## src/rtl/router_egress_arb.sv

```systemverilog
// Round-robin egress arbiter: moves whole packets (header, L payload bytes, parity) from three FWFT FIFOs onto one link.
// Define ROUTER_EGRESS_PARITY_CHK_EN to add the XOR parity checker that drives parity_err.

module router_egress_lane #(
  parameter int         DATA_W = 8,
  parameter logic [1:0] IDX    = 2'd0
) (
  input  logic              active,
  input  logic [1:0]        grant,
  input  logic              fifo_empty,
  input  logic [DATA_W-1:0] dout,
  input  logic              egress_ready,
  output logic              lane_valid,
  output logic [DATA_W-1:0] lane_data,
  output logic              read_enb
);
  logic sel;

  assign sel        = active & (grant == IDX);
  assign lane_valid = sel & ~fifo_empty;
  assign lane_data  = sel ? dout : '0;
  assign read_enb   = lane_valid & egress_ready;
endmodule

module router_egress_arb #(
  parameter int DATA_W = 8
) (
  input  logic              clk,
  input  logic              rst,
  input  logic              fifo_empty_0,
  input  logic              fifo_empty_1,
  input  logic              fifo_empty_2,
  input  logic [DATA_W-1:0] dout_0,
  input  logic [DATA_W-1:0] dout_1,
  input  logic [DATA_W-1:0] dout_2,
  output logic              read_enb_0,
  output logic              read_enb_1,
  output logic              read_enb_2,
  output logic [DATA_W-1:0] egress_data,
  output logic              egress_valid,
  input  logic              egress_ready,
  output logic [1:0]        grant,
  output logic              busy,
  output logic              pkt_done,
  output logic              parity_err
);
  localparam int NUM_LANES = 3;

  typedef enum logic [1:0] {IDLE, HEADER, PAYLOAD, PARITY} state_t;

  state_t                              state;
  logic [1:0]                          last_grant;
  logic [5:0]                          cnt;
  logic                                active, xfer, pick_vld;
  logic [1:0]                          pick;
  logic [NUM_LANES-1:0]                empty_vec, lane_valid, rd_vec;
  logic [NUM_LANES-1:0][DATA_W-1:0]    dout_vec, lane_data;
  logic [5:0]                          hdr_len;

  assign empty_vec = {fifo_empty_2, fifo_empty_1, fifo_empty_0};
  assign dout_vec  = {dout_2, dout_1, dout_0};
  assign active    = (state != IDLE);
  assign busy      = active;

  for (genvar i = 0; i < NUM_LANES; i++) begin : g_lane
    router_egress_lane #(.DATA_W(DATA_W), .IDX(2'(i))) u_lane (
      .active       (active),
      .grant        (grant),
      .fifo_empty   (empty_vec[i]),
      .dout         (dout_vec[i]),
      .egress_ready (egress_ready),
      .lane_valid   (lane_valid[i]),
      .lane_data    (lane_data[i]),
      .read_enb     (rd_vec[i])
    );
  end

  // Non-selected lanes contribute zero, so an OR-reduce is the output mux.
  always_comb begin
    egress_data = '0;
    for (int i = 0; i < NUM_LANES; i++) egress_data = egress_data | lane_data[i];
  end

  assign egress_valid = |lane_valid;
  assign xfer         = egress_valid & egress_ready;
  assign read_enb_0   = rd_vec[0];
  assign read_enb_1   = rd_vec[1];
  assign read_enb_2   = rd_vec[2];
  assign hdr_len      = egress_data[7:2];

  function automatic logic [1:0] rr_idx(input logic [1:0] base, input int k);
    int s;
    s = (int'(base) + k) % NUM_LANES;
    return 2'(s);
  endfunction

  // Scan furthest candidate first so the nearest non-empty FIFO after last_grant wins.
  always_comb begin
    pick     = 2'b11;
    pick_vld = 1'b0;
    for (int k = NUM_LANES; k >= 1; k--) begin
      if (!empty_vec[rr_idx(last_grant, k)]) begin
        pick     = rr_idx(last_grant, k);
        pick_vld = 1'b1;
      end
    end
  end

  always_ff @(posedge clk or negedge rst) begin
    if (!rst) begin
      state      <= IDLE;
      grant      <= 2'b11;
      last_grant <= 2'd2;
      cnt        <= '0;
      pkt_done   <= 1'b0;
    end else begin
      pkt_done <= 1'b0;
      case (state)
        IDLE: if (pick_vld) begin
          grant <= pick;
          state <= HEADER;
        end
        HEADER: if (xfer) begin
          cnt   <= hdr_len;
          state <= (hdr_len != 6'd0) ? PAYLOAD : PARITY;
        end
        PAYLOAD: if (xfer) begin
          cnt <= cnt - 6'd1;
          if (cnt == 6'd1) state <= PARITY;
        end
        PARITY: if (xfer) begin
          state      <= IDLE;
          last_grant <= grant;
          grant      <= 2'b11;
          pkt_done   <= 1'b1;
        end
        default: state <= IDLE;
      endcase
    end
  end

`ifdef ROUTER_EGRESS_PARITY_CHK_EN
  logic [DATA_W-1:0] acc;

  always_ff @(posedge clk or negedge rst) begin
    if (!rst) begin
      acc        <= '0;
      parity_err <= 1'b0;
    end else begin
      parity_err <= (state == PARITY) & xfer & (egress_data != acc);
      if (state == IDLE)                  acc <= '0;
      else if (xfer && state != PARITY)   acc <= acc ^ egress_data;
    end
  end
`else
  assign parity_err = 1'b0;
`endif

endmodule

```

## config.mk

```make
export PLATFORM = sky130hd
export DESIGN_NAME = router_egress_arb
export DESIGN_NICKNAME = d
export VERILOG_FILES = /design/src/rtl/router_egress_arb.sv
export SDC_FILE = /design/constraint.sdc
export NUM_CORES = 1
export LEC_CHECK = 0
export BUFFER_PORTS_ARGS = -buffer_cell sky130_fd_sc_hd__buf_2
export CAP_MARGIN = 15
export CORE_MARGIN = 5
export CORE_UTILIZATION = 46
export DETAILED_ROUTE_END_ITERATION = 10
export PLACE_DENSITY = 0.74
export SLEW_MARGIN = 10
export SYNTH_ARGS = -nofsm -noshare
export SYNTH_HDL_FRONTEND = slang
export SYNTH_SLANG_ARGS = --single-unit
```

## constraint.sdc

```tcl
create_clock -name clk -period 3 [get_ports clk]
set_input_delay 0.6 -clock clk [delete_from_list [all_inputs] [get_ports clk]]
set_output_delay 0.6 -clock clk [all_outputs]
set_load 0.05 [all_outputs]
```

==> results.json <==
{
  "path_clk_slew_ps": 90,
  "place_congestion": 0.916,
  "fin_skew_ps": 4.36,
  "num-fill-cells": 251,
  "cts_buffer_depth": 2,
  "leakage_nw": 0.784,
  "fmax_ghz": 0.365,
  "maxSlewViolCount": 0,
  "final_cell_area_um2": 1590,
  "ctsResizeCount": 0,
  "gr-usage-all-layers_pct": 17.5,
  "area_growth_pct": 17.3,
  "setup_viol": 0,
  "min_period_ps": 2740,
  "hold_class": "in2async",
  "vias_per_cell": 5.97,
  "cts_hold_buf": 0,
  "hold_viol_final": 0,
  "crit_required_ps": 2400,
  "cpPeakStageDelay_ps": 440,
  "yosysTopAreaCell": "dfrtp_1",
  "antenna_found_initial": 0,
  "drive_above_1_share_pct": 31.2,
  "synth_edf_count": 0,
  "slew_headroom_pct": 62.2,
  "cts.htree.levels": 1,
  "register_area_um2": 329,
  "clkSinkCount": 13,
  "grt_pass1_vias": 1377,
  "synth_flop_cell": "dfrtp_1",
  "crit_fanout": 12,
  "core_area_um2": 2780,
  "avgSynthCellArea_um2": 8.13,
  "synthDominantCellAreaShare_pct": 18.4,
  "fin_nets": 245,
  "numCtsBuffers": 3,
  "crit_chain": "inv_1 > ha_1 > nor2_1 > a32o_1 > buf_2",
  "setup_slack_ps": 259,
  "synth-seq-cells": 13,
  "status": "finished, final reports clean",
  "grt-ovfl-total": 0,
  "drc": 0,
  "async_flop_share_pct": 100,
  "ys_seq_area_share_pct": 24.2,
  "ios": 47,
  "die_area_um2": 4140,
  "vias": 1409,
  "crit_arrival_ps": 2140,
  "multi_input_area_um2": 910,
  "dr.first_iter.drc_count": 80,
  "clock-root-buffer": "clkbuf_4",
  "io_buffers": 45,
  "critPathLaunchType": "flop",
  "netlist_area_um2": 1360,
  "rsz0062_at_grt": "false",
  "synth_cell_types": 51,
  "cp_slowest_cell": "dfrtp_1",
  "tns_ps": 0,
  "irDropWorstVdd_uv": 847,
  "powerDensity_nw_per_um2": 1200,
  "fp-row-count": 19,
  "hpwl_um": 2930,
  "postCtsSetupRepairBufs": 0,
  "cts_tree": "done",
  "drv_cap": 0,
  "grt_first_pass_wirelength_um": 6130,
  "wirelength_um": 3720,
  "tightest_slew_ps": 565,
  "grt_max_degree": 16,
  "endpoint_kind": "primary output",
  "clock_latency_ps": 280,
  "diodes": 0,
  "synth.area.top_cells": "dfrtp_1 18%, ha_1 8.3%, mux2i_1 6.6%",
  "finalCritPeriodShare_pct": 91.4,
  "ant_nets": 0,
  "yosysWarnings": 0,
  "pre_cts_ws_ps": 544,
  "die_h_um": 64.3,
  "dpl-instance-area_um2": 1570,
  "drt_first_pass_iters": 4,
  "syn-num-nets": 206,
  "initial_utilization_pct": 48.8,
  "wl_per_cell_um": 15.8,
  "syn_inst": 167,
  "power_w": 0.00192,
  "die_x_um": 64.3,
  "crit_type": "reg2out"
}
## metal layers
metal / GRT usage [%] / routed length [µm]
met5: 0 / 0
met1: 22.6 / 1610
met3: 3.15 / 343
met2: 30.6 / 1770
met4: 3.05 / 0
## worst max-delay path, delay by kind of cell, from the launching register on
family	cells	cell delay [ps]
adder cells (fa/ha/maj)	1	360
AND/OR/NAND/NOR	1	410
flip-flops	1	440
buffers and inverters	2	380
AO/OA/AOI/OAI	1	260
## cell usage after synthesis, types with 2 or more instances
cell type,instances
mux2_2,4
nand2_1,8
nor2_1,16
ha_1,9
inv_1,14
clkbuf_1,6
nor3_1,10
a2111oi_0,2
mux2i_1,9
nand2b_1,2
a21o_1,2
o21ai_1,9
nor2b_1,3
dfstp_2,3
o22ai_1,2
inv_2,3
nand3_1,3
a32o_1,2
a21oi_1,10
a32oi_1,3
o21ai_0,2
o211ai_1,3
a22oi_1,2
o221a_1,2
dfrtp_1,10
buf_2,2
mux2_4,2
## path summary, 6_finish.rpt
kind / cells after the start / slack [ps] / start / endpoint
max: 5 / 260 / state[0] / egress_data[6]
min: 1 / 190 / rst / cnt[0]
max reg2reg: 7 / 530 / state[0] / cnt[0]
min reg2reg: 2 / 520 / last_grant[1] / last_grant[1]
max in group asynchronous: 1 / 2520 / rst / grant[1]
min in group clk: 2 / 520 / last_grant[1] / last_grant[1]
## cells by family (layout without fill, tap and decap cells)
| logic type | Yosys count | in the layout | synth area share (%) |
|---|---|---|---|
| adders and majority gates | 9 | 9 | 8.30 |
| AOI/OAI and AO/OA | 49 | 49 | 26.6 |
| buffers and inverters | 28 | 66 | 8.76 |
| muxes | 15 | 15 | 12.2 |
| and+or+nand+nor | 52 | 52 | 19.6 |
| DFF | 13 | 13 | 24.2 |
| other | 1 | 1 | 0.276 |
## registers in the layout (all words and copies together), names as in the netlist
| signal | flops |
|---|---|
| cnt | 6 |
| grant | 2 |
| last_grant | 2 |
| pkt_done | 1 |
| state | 2 |
## cell type report
cell class,count,share of cell area [%]
tap,31,2.44
multi-input combinational,126,57.1
inverter,17,4.01
timing repair buffer,45,14.1
sequential,13,20.7
clock buffer,4,1.65
## through the flow
step                      hold slack [ps]  std cells  utilization (%)
after floorplan                       304        167                -
after global placement                500        232             56.3
after detailed placement              511        232             56.3
after CTS                             201        236             57.3
after global routing                  213        236             57.3
final                                 192        236             57.3
## report_power, final
group | switching, W | total (W) | internal, W
clock network | 0.0000649 | 0.000116 | 0.0000516
logic | 0.000935 | 0.00142 | 0.000485
registers | 0.000112 | 0.000379 | 0.000268
total | 0.00111 | 0.00192 | 0.000804
## placed cells by master, fill, tap and decap left out, types with 4 or more instances in the layout
cell type	Yosys	routed
mux2_2	4	4
inv_1	14	14
nor3_1	10	10
nand2_1	8	8
o21ai_1	9	9
buf_2	2	45
nor2_1	16	16
ha_1	9	9
mux2i_1	9	9
dfrtp_1	10	10
a21oi_1	10	10
Power figures use the tool's default switching activity.
